==> src/rtl/jstk_pkg.sv <==
// Shared types and constants for the PmodJSTK poller: FSM states, frame length, LED command prefix.
package jstk_pkg;

  typedef enum logic [2:0] {
    ST_IDLE,
    ST_SETUP,
    ST_SHIFT,
    ST_GAP,
    ST_DONE
  } jstk_state_e;

  localparam int unsigned NUM_BYTES  = 5;
  localparam logic [5:0]  LED_PREFIX = 6'b100000;

  function automatic logic [9:0] axis_decode(input logic [7:0] lo, input logic [1:0] hi);
    return {hi, lo};
  endfunction

endpackage

==> src/rtl/spi_byte_xfer.sv <==
// SPI mode-0 master shifting one byte MSB first; SCLK half-period is SCLK_DIV clk cycles.
module spi_byte_xfer #(
  parameter int SCLK_DIV = 50
) (
  input  logic       clk,
  input  logic       rst_n,
  input  logic       start_i,
  input  logic [7:0] tx_byte_i,
  input  logic       miso_i,
  output logic       sclk_o,
  output logic       mosi_o,
  output logic [7:0] rx_byte_o,
  output logic       done_o
);

  localparam int unsigned DIV_W = $clog2(SCLK_DIV + 1);

  logic             busy_q;
  logic [DIV_W-1:0] div_q;
  logic [2:0]       bit_q;
  logic [7:0]       tx_q;
  logic [7:0]       rx_q;
  logic             sclk_q;
  logic             done_q;

  // MOSI is the head of the transmit shifter, so it only moves when tx_q shifts on a falling edge
  always_ff @(posedge clk or negedge rst_n) begin
    if (!rst_n) begin
      busy_q <= 1'b0;
      div_q  <= '0;
      bit_q  <= '0;
      tx_q   <= '0;
      rx_q   <= '0;
      sclk_q <= 1'b0;
      done_q <= 1'b0;
    end else begin
      done_q <= 1'b0;
      if (!busy_q) begin
        if (start_i) begin
          busy_q <= 1'b1;
          tx_q   <= tx_byte_i;
          div_q  <= '0;
          bit_q  <= '0;
          sclk_q <= 1'b0;
        end
      end else if (div_q == DIV_W'(SCLK_DIV - 1)) begin
        div_q <= '0;
        if (!sclk_q) begin
          sclk_q <= 1'b1;
          rx_q   <= {rx_q[6:0], miso_i};
        end else begin
          sclk_q <= 1'b0;
          if (bit_q == 3'd7) begin
            busy_q <= 1'b0;
            done_q <= 1'b1;
          end else begin
            bit_q <= bit_q + 3'd1;
            tx_q  <= {tx_q[6:0], 1'b0};
          end
        end
      end else begin
        div_q <= div_q + 1'b1;
      end
    end
  end

  assign sclk_o    = sclk_q;
  assign mosi_o    = tx_q[7];
  assign rx_byte_o = rx_q;
  assign done_o    = done_q;

endmodule

==> src/rtl/joystick_dir.sv <==
// PmodJSTK poller: reads a 5-byte frame periodically and decodes axes, buttons and hysteretic directions.
// Define JSTK_BTN_DEBOUNCE_EN to require two matching frames before btn changes.
module joystick_dir
  import jstk_pkg::*;
#(
  parameter int CLK_HZ   = 100000000,
  parameter int POLL_HZ  = 100,
  parameter int SCLK_DIV = 50,
  parameter int GAP_CYC  = 1000,
  parameter int DEAD_LO  = 300,
  parameter int DEAD_HI  = 700,
  parameter int HYST     = 32
) (
  input  logic       clk,
  input  logic       rst_n,
  input  logic       MISO,
  output logic       SS,
  output logic       SCLK,
  output logic       MOSI,
  input  logic [1:0] led_cmd,
  output logic [9:0] x_pos,
  output logic [9:0] y_pos,
  output logic [2:0] btn,
  output logic       left,
  output logic       right,
  output logic       up,
  output logic       down,
  output logic       frame_vld
);

  localparam int unsigned POLL_PERIOD = CLK_HZ / POLL_HZ;
  localparam int unsigned POLL_W      = $clog2(POLL_PERIOD + 1);
  localparam int unsigned GAP_W       = $clog2(GAP_CYC + 1);
  localparam logic [10:0] LO_SET      = 11'(DEAD_LO);
  localparam logic [10:0] LO_REL      = 11'(DEAD_LO + HYST);
  localparam logic [10:0] HI_SET      = 11'(DEAD_HI);
  localparam logic [10:0] HI_REL      = 11'(DEAD_HI - HYST);

  // Overlapping release bands would let opposite directions coexist
  if (DEAD_LO + HYST >= DEAD_HI - HYST) begin : g_bad_deadzone
    $error("joystick_dir: DEAD_LO + HYST must be below DEAD_HI - HYST");
  end

  logic [POLL_W-1:0] poll_q;
  logic              frame_start;

  assign frame_start = (poll_q == POLL_W'(POLL_PERIOD - 1));

  always_ff @(posedge clk or negedge rst_n) begin
    if (!rst_n) begin
      poll_q <= '0;
    end else begin
      poll_q <= frame_start ? '0 : poll_q + 1'b1;
    end
  end

  jstk_state_e      state_q;
  logic             ss_q;
  logic [GAP_W-1:0] gap_q;
  logic [2:0]       byte_q;
  logic [1:0]       led_q;
  logic             xfer_start_q;
  logic [7:0]       xl_q, yl_q;
  logic [1:0]       xh_q, yh_q;
  logic [2:0]       braw_q;
  logic [9:0]       x_q, y_q;
  logic [2:0]       btn_q;
  logic             left_q, right_q, up_q, down_q;
  logic             vld_q;
`ifdef JSTK_BTN_DEBOUNCE_EN
  logic [2:0]       bprev_q;
`endif

  logic [7:0] tx_byte;
  logic [7:0] rx_byte;
  logic       xfer_done;

  assign tx_byte = (byte_q == 3'd0) ? {LED_PREFIX, led_q} : 8'h00;

  spi_byte_xfer #(
    .SCLK_DIV(SCLK_DIV)
  ) u_xfer (
    .clk       (clk),
    .rst_n     (rst_n),
    .start_i   (xfer_start_q),
    .tx_byte_i (tx_byte),
    .miso_i    (MISO),
    .sclk_o    (SCLK),
    .mosi_o    (MOSI),
    .rx_byte_o (rx_byte),
    .done_o    (xfer_done)
  );

  logic [9:0]  x_new, y_new;
  logic [10:0] xw, yw;
  logic        left_d, right_d, up_d, down_d;

  assign x_new = axis_decode(xl_q, xh_q);
  assign y_new = axis_decode(yl_q, yh_q);
  assign xw    = {1'b0, x_new};
  assign yw    = {1'b0, y_new};

  // Each direction sets outside the deadzone and holds until the value clears the hysteresis band
  always_comb begin
    left_d  = left_q;
    right_d = right_q;
    down_d  = down_q;
    up_d    = up_q;
    if (xw < LO_SET)       left_d  = 1'b1;
    else if (xw >= LO_REL) left_d  = 1'b0;
    if (xw > HI_SET)       right_d = 1'b1;
    else if (xw <= HI_REL) right_d = 1'b0;
    if (yw < LO_SET)       down_d  = 1'b1;
    else if (yw >= LO_REL) down_d  = 1'b0;
    if (yw > HI_SET)       up_d    = 1'b1;
    else if (yw <= HI_REL) up_d    = 1'b0;
  end

  always_ff @(posedge clk or negedge rst_n) begin
    if (!rst_n) begin
      state_q      <= ST_IDLE;
      ss_q         <= 1'b1;
      gap_q        <= '0;
      byte_q       <= '0;
      led_q        <= '0;
      xfer_start_q <= 1'b0;
      xl_q         <= '0;
      xh_q         <= '0;
      yl_q         <= '0;
      yh_q         <= '0;
      braw_q       <= '0;
      x_q          <= '0;
      y_q          <= '0;
      btn_q        <= '0;
      left_q       <= 1'b0;
      right_q      <= 1'b0;
      up_q         <= 1'b0;
      down_q       <= 1'b0;
      vld_q        <= 1'b0;
`ifdef JSTK_BTN_DEBOUNCE_EN
      bprev_q      <= '0;
`endif
    end else begin
      xfer_start_q <= 1'b0;
      vld_q        <= 1'b0;
      case (state_q)
        ST_IDLE: begin
          if (frame_start) begin
            state_q <= ST_SETUP;
            ss_q    <= 1'b0;
            gap_q   <= '0;
            byte_q  <= '0;
            led_q   <= led_cmd;
          end
        end
        ST_SETUP, ST_GAP: begin
          if (gap_q == GAP_W'(GAP_CYC - 1)) begin
            gap_q        <= '0;
            xfer_start_q <= 1'b1;
            state_q      <= ST_SHIFT;
          end else begin
            gap_q <= gap_q + 1'b1;
          end
        end
        ST_SHIFT: begin
          if (xfer_done) begin
            case (byte_q)
              3'd0:    xl_q   <= rx_byte;
              3'd1:    xh_q   <= rx_byte[1:0];
              3'd2:    yl_q   <= rx_byte;
              3'd3:    yh_q   <= rx_byte[1:0];
              default: braw_q <= rx_byte[2:0];
            endcase
            if (byte_q == 3'(NUM_BYTES - 1)) begin
              state_q <= ST_DONE;
              ss_q    <= 1'b1;
            end else begin
              byte_q  <= byte_q + 3'd1;
              state_q <= ST_GAP;
            end
          end
        end
        ST_DONE: begin
          state_q <= ST_IDLE;
          x_q     <= x_new;
          y_q     <= y_new;
          left_q  <= left_d;
          right_q <= right_d;
          up_q    <= up_d;
          down_q  <= down_d;
          vld_q   <= 1'b1;
`ifdef JSTK_BTN_DEBOUNCE_EN
          bprev_q <= braw_q;
          if (braw_q == bprev_q) btn_q <= braw_q;
`else
          btn_q   <= braw_q;
`endif
        end
        default: state_q <= ST_IDLE;
      endcase
    end
  end

  assign SS        = ss_q;
  assign x_pos     = x_q;
  assign y_pos     = y_q;
  assign btn       = btn_q;
  assign left      = left_q;
  assign right     = right_q;
  assign up        = up_q;
  assign down      = down_q;
  assign frame_vld = vld_q;

endmodule
==> config.mk <==
export PLATFORM = sky130hd
export DESIGN_NAME = joystick_dir
export DESIGN_NICKNAME = d
export VERILOG_FILES = /design/src/rtl/jstk_pkg.sv /design/src/rtl/spi_byte_xfer.sv /design/src/rtl/joystick_dir.sv
export SDC_FILE = /design/constraint.sdc
export NUM_CORES = 1
export LEC_CHECK = 0
export CORE_AREA = 2 2 132 83
export DETAILED_ROUTE_END_ITERATION = 16
export DIE_AREA = 0 0 134 85
export PLACE_DENSITY = 0.79
export SETUP_SLACK_MARGIN = 0.1
export SYNTH_ARGS = -nofsm -noshare
export SYNTH_HDL_FRONTEND = slang
export SYNTH_HIERARCHICAL = 1
export SYNTH_SLANG_ARGS = --single-unit
export TNS_END_PERCENT = 10
==> constraint.sdc <==
create_clock -name clk -period 2.3 [get_ports clk]
set_clock_uncertainty 0.15 [all_clocks]
set_input_delay 0.46 -clock clk [delete_from_list [all_inputs] [get_ports clk]]
set_output_delay 0.46 -clock clk [all_outputs]
set_load 0.01 [all_outputs]
==> Yosys cells after proc, flatten, opt, wreduce, memory -nomap -nowiden <==
Cells that the tools add are included.
{ "totals": {"ff_bits": 119, "wordCells": 145, "in_bits": 5} }
{ "op_classes": {"n_bitwise": 2, "add_sub_neg": 5, "order_cmp": 8, "n_eq_ne": 20, "reduce_logical": 28, "mux": 55} }
{ "op_table": {"columns": ["operator", "count"], "rows": [
  ["8-bit 2-to-1 mux", 6],
  ["3-bit 2-to-1 mux", 12],
  ["1-bit 2-to-1 mux", 27],
  ["3-bit AND reduction", 7],
  ["20-bit by 1-bit adder with 20-bit output (second input constant)", 1],
  ["20-bit equality test (second input constant)", 1],
  ["10-bit by 9-bit greater-or-equal comparator with 1-bit output (second input constant)", 2],
  ["10-bit greater-than comparator (second input constant)", 2],
  ["10-bit <= comparator (second input constant)", 2],
  ["10-bit by 9-bit less-than comparator with 1-bit output (second input constant)", 2],
  ["10-bit 2-to-1 mux", 2],
  ["20-bit 2-to-1 mux", 1],
  ["10-bit case mux with 2 select lines", 1],
  ["6-bit 2-to-1 mux", 3],
  ["2-bit != test (second input constant)", 7],
  ["2-bit AND reduction", 7],
  ["2-bit nonzero test", 7],
  ["3-bit by 2-bit equality test with 1-bit output (second input constant)", 4],
  ["4-bit AND reduction", 3],
  ["10-bit by 1-bit adder with 10-bit output (second input constant)", 1],
  ["10-bit equality test (second input constant)", 1],
  ["3-bit equality test (second input constant)", 3],
  ["3-bit case mux with 3 select lines", 1],
  ["3-bit by 1-bit adder with 3-bit output (second input constant)", 2],
  ["10 further kinds", 13]
]} }

==> Depth between registers and ports, before layout <==
{ "logic_depth": {"ltp_word": 5, "depth_mapped": 7, "ltp_nobuf": 7} }

==> Cells and area by module <==
Netlist, hierarchy kept.
{ "by_module_without_submodules": {"columns": ["mod", "cells_per_inst", "seq_area_each_um2", "area_each_um2", "n_inst"], "rows": [
  ["joystick_dir", 389, 2278.4, 4095.2, 1],
  ["spi_byte_xfer", 124, 700.7, 1376.3, 1]
]} }

==> Worst setup path after synthesis <==
No wires, ideal clock.
{ "synth_timing": {"path_kind": "register to register", "start": "register u_xfer.div_q[3]", "end": "register u_xfer.rx_q[0], in the netlist u_xfer/rx_byte_o[0]", "path_buffers": 1, "t_arrival_ns": 1.834, "synth_period_minus_slack_ns": 2.109, "path_slack_ns": 0.191, "stages_incl_launch_ff": 6, "setup_time_ns": 0.125, "path_cell_list": "dfrtp_1 or3b_4 or2_1 buf_6 nor3_4 mux2_2"} }
{ "synth_between": {"elab_chain_cells": 2} }
{ "synth_rtl": {"columns": ["element", "line", "source"], "rows": [
  ["from (decl)", "spi_byte_xfer.sv:19", "logic [DIV_W-1:0] div_q;"],
  ["from (signal assigned)", "spi_byte_xfer.sv:62", "div_q <= div_q + 1'b1;"],
  ["6-bit equality test", "spi_byte_xfer.sv:46", "end else if (div_q == DIV_W'(SCLK_DIV - 1)) begin"],
  ["3-bit AND reduction (no line)", null, null],
  ["to (signal assigned)", "spi_byte_xfer.sv:50", "rx_q <= {rx_q[6:0], miso_i};"],
  ["to (decl)", "spi_byte_xfer.sv:22", "logic [7:0] rx_q;"]
]} }
No other way between the ends.
A chain may end at the register's enable or synchronous reset.

==> Worst setup path after layout <==
{ "layout_timing": {"start": "register u_xfer.sclk_q, in the netlist u_xfer/sclk_o", "end": "output SCLK"} }
{ "layout_rtl": {"columns": ["element", "line", "source"], "rows": [
  ["from (decl)", "spi_byte_xfer.sv:23", "logic sclk_q;"],
  ["from (signal assigned)", "spi_byte_xfer.sv:34", "sclk_q <= 1'b0;"],
  ["from (signal assigned)", "spi_byte_xfer.sv:44", "sclk_q <= 1'b0;"],
  ["from (signal assigned)", "spi_byte_xfer.sv:49", "sclk_q <= 1'b1;"],
  ["to (decl)", "joystick_dir.sv:18", "output logic SCLK,"]
]} }
No word-level cell between the ends.

==> flow_summary_export.csv <==
group,metric,value,unit
sta,fin_crit,2.14,ns
pwr,p_comb_frac,0.012,
yosys,synth_top_family_by_area,"simple AND/OR/NAND/NOR gates",
yosys,yosys-top-cells-count,"118 x dfrtp_1, 102 x nand2_1, 34 x mux2_2",
yosys,synth_top_cell_area_share,0.540,
critical_path,slowest_delay,0.60,ns
yosys,synth_edf_count,0,
critical_path,cpMaxStageDelayCell,"clkdlybuf4s50_1",
yosys,yosysMostFrequentCell,"dfrtp_1",
floorplanning,die_area,11400,sq um
pwr,clkPwrFrac,0.552,
place,placed_cell_area,6060,sq um
critical_path,cp.arrival,1.53,ns
final_layout,antenna_cells,0,
sta,period_share,0.928,
final_layout,final_nets,587,
clock_network,cts_num_sinks,119,
drt,drcViolationCount,0,
final_layout,multi_input_area,2390,sq um
place,pre_cts_ws,0.128,ns
yosys,synth_seq_cells,119,
drt,first_iter_violations,293,
sta,setup_viol,0,
clock_network,numCtsBuffers,17,
sta,slew_violations,0,
yosys,synth_xor_xnor_area_share,0.0272,
drt,finalWirelength,11300,um
critical_path,crit_path_start_kind,"register",
final_layout,drive_gt1_frac,0.163,
critical_path,cp_max_fo,7,
yosys,yosys_warnings,6,
floorplanning,io_pins,36,
pwr,switching_share,0.201,
worst_hold_path,hold_path_class,"register to register",
sta,hold_viol_final,0,
floorplanning,start_util,0.537,
final_layout,num-fill-cells,770,
run,drv_cap,0,
outcome,status,"complete, no violations",
drt,vias,4044,
sta,whs,0.322,ns
critical_path,cp_top_family,"buffers and inverters",
drt,vias_per_cell,5.59,
yosys,synth_area_leader_cell,"dfrtp_1",
yosys,synth_area_leaders,"dfrtp_1 54%, nand2_1 7.0%, mux2_2 7.0%",
grt,antenna_found_initial,0,
pwr,power_leakage,3.23,nW
drt,ant_nets,0,
floorplanning,rows,29,
grt,grt_pass1_wl,19700,um
drt,drt-wirelength-per-cell,15.7,um
sta,slew_headroom,0.666,
yosys,synth_ff_type,"dfrtp_1",
grt,grt_max_degree,52,
sta,max_freq,468,MHz
yosys,synth.distinct_cells,63,
place,gp_congestion,0.826,
pwr,intPower,0.00383,W
final_layout,seq_area,2980,sq um
final_layout,final_area,6680,sq um
sta,rsz0062_at_grt,"no",
critical_path,path_buf_inv,1,
final_layout,finish.utilization,0.655,
yosys,ys_seq_area_frac,0.544,
yosys,synth-compound-area-share,0.105,
yosys,synthSimpleGateAreaFrac,0.190,
pwr,power.density,719,nW/um^2
critical_path,crit_chain,"clkdlybuf4s50_1",
clock_network,clk_pin_slew,0.05,ns
pwr,p_sw,0.000967,W
clock_network,cts_tree,"yes",
yosys,yosys.area_share.adder,0.0252,
yosys,syn_area,5470,sq um
yosys,async_reset_ff_frac,1.00,
place,dp_hpwl,7720,um
yosys,syn-instance-count,513,
clock_network,clk_latency,0.41,ns
floorplanning,die_w,134,um
grt,grt_pass1_vias,4044,
pwr,ir_worst_vdd,0.000529,V
floorplanning,die_h,85,um
yosys,postSynthAreaPerCell,10.7,sq um
clock_network,clk_path_buf_depth,2,
sta,setup_ws,0.165,ns
sta,fin_tns_setup,0,ns
place,io_buffer_count,35,
clock_network,htreeDepth,4,
final_layout,area_growth_syn_to_layout,22.0,%
yosys,muxShareOfSynthArea,0.0864,
grt,overflow,0,
sta,worst_pin_slew,0.501,ns
drt,firstDrtPassIters,5,
critical_path,required,1.69,ns
floorplanning,core_area,10200,sq um
pwr,power_frac_seq,0.437,
critical_path,worstSetupEndpointType,"primary output",
grt,grt_usage,0.220,
clock_network,cts_root_buf,"clkbuf_16",
critical_path,crit_type,"register to primary output",
layout by cell type, fill, tap and decap left out, types with 4 or more instances in the layout:
| master | netlist | final |
|---|---|---|
| a21oi_1 | 14 | 14 |
| a221o_1 | 6 | 6 |
| and3_1 | 12 | 12 |
| and4_1 | 4 | 4 |
| buf_4 | 1 | 13 |
| clkbuf_1 | 6 | 5 |
| clkbuf_16 | 0 | 17 |
| clkdlybuf4s50_1 | 0 | 34 |
| clkinv_2 | 0 | 4 |
| conb_1 | 1 | 5 |
| dfrtp_1 | 118 | 118 |
| ha_1 | 11 | 11 |
| inv_1 | 10 | 10 |
| mux2_2 | 34 | 34 |
| mux2i_1 | 9 | 9 |
| nand2_1 | 102 | 102 |
| nand3_1 | 19 | 19 |
| nand4_1 | 8 | 8 |
| nor2_1 | 29 | 29 |
| nor2b_1 | 5 | 5 |
| o211ai_1 | 4 | 4 |
| o21ai_0 | 20 | 20 |
| o21ai_1 | 14 | 14 |
| o22ai_1 | 4 | 4 |
| o31ai_1 | 4 | 4 |
| xnor2_1 | 9 | 9 |
| xor2_1 | 8 | 8 |
state kept, by name, indices dropped and copies added, names as in the netlist, 8 cells and up:
register,count
u_xfer/tx_q,8
poll_q,20
y_pos,10
xl_q,8
yl_q,8
gap_q,10
u_xfer/rx_byte_o,8
x_pos,10
per-stage QoR:
step           instances  total power (W)
5_1_grt              723          0.00496
4_1_cts              722          0.00483
6_report             723          0.00480
3_3_place_gp         689          0.00219
2_1_floorplan        517          0.00213
3_5_place_dp         689          0.00219
final cells by class:
class,count,area share
flip-flops and latches,119,0.446
multi-input cells,371,0.358
repair buffers,51,0.0761
clock buffers,23,0.0686
well taps,139,0.0261
clock inverters,9,0.0187
inverters,11,0.00619
timing repair:
action                                  4_1_cts  5_1_grt
gates resized for setup                       0        0
endpoints found under the hold margin        32        0
hold buffers                                  1        0
setup buffers                                 0        1
endpoints found under the setup margin        0        8
per-layer routing:
metal	routed length, um	track usage	share of wire	vias to the layer above
met2	5250	0.338	0.46	109
met3	547	0.0568	0.048	16
met1	5370	0.307	0.47	1989
met5	0	0	0	-
met4	165	0.0735	0.015	0
li1	-	-	-	1930
path summary, 6_finish.rpt:
check | from | end | slack [ns] | depth (start not counted)
min in group asynchronous | rst_n | poll_q[4] | 0.41 | 2
setup / recovery | u_xfer/sclk_o | SCLK | 0.16 | 1
max in group asynchronous | rst_n | y_pos[7] | 0.95 | 3
hold reg to reg | y_pos[8] | y_pos[8] | 0.32 | 2
hold / removal | y_pos[8] | y_pos[8] | 0.32 | 2
setup reg to reg | u_xfer/div_q[3] | u_xfer/rx_byte_o[5] | 0.18 | 5
power by group through the flow:
stage	logic (W)	clock network [W]	registers [W]
4_1_cts	0.0000600	0.00268	0.00210
2_1_floorplan	0.000000937	0	0.00213
3_3_place_gp	0.0000569	0	0.00213
5_1_grt	0.0000666	0.00280	0.00209
3_5_place_dp	0.0000584	0	0.00213
6_report	0.0000564	0.00265	0.00210
cell families (layout without fill, tap and decap cells):
group / Yosys count / count (layout)
other: 1 / 5
and+or+nand+nor: 208 / 208
muxes: 43 / 43
buffers and inverters: 27 / 94
adders and majority gates: 11 / 11
xor gates and xnor gates: 17 / 17
AOI/OAI and AO/OA: 87 / 87
DFF: 119 / 119
Note: power is estimated with default switching activity, not from simulation.
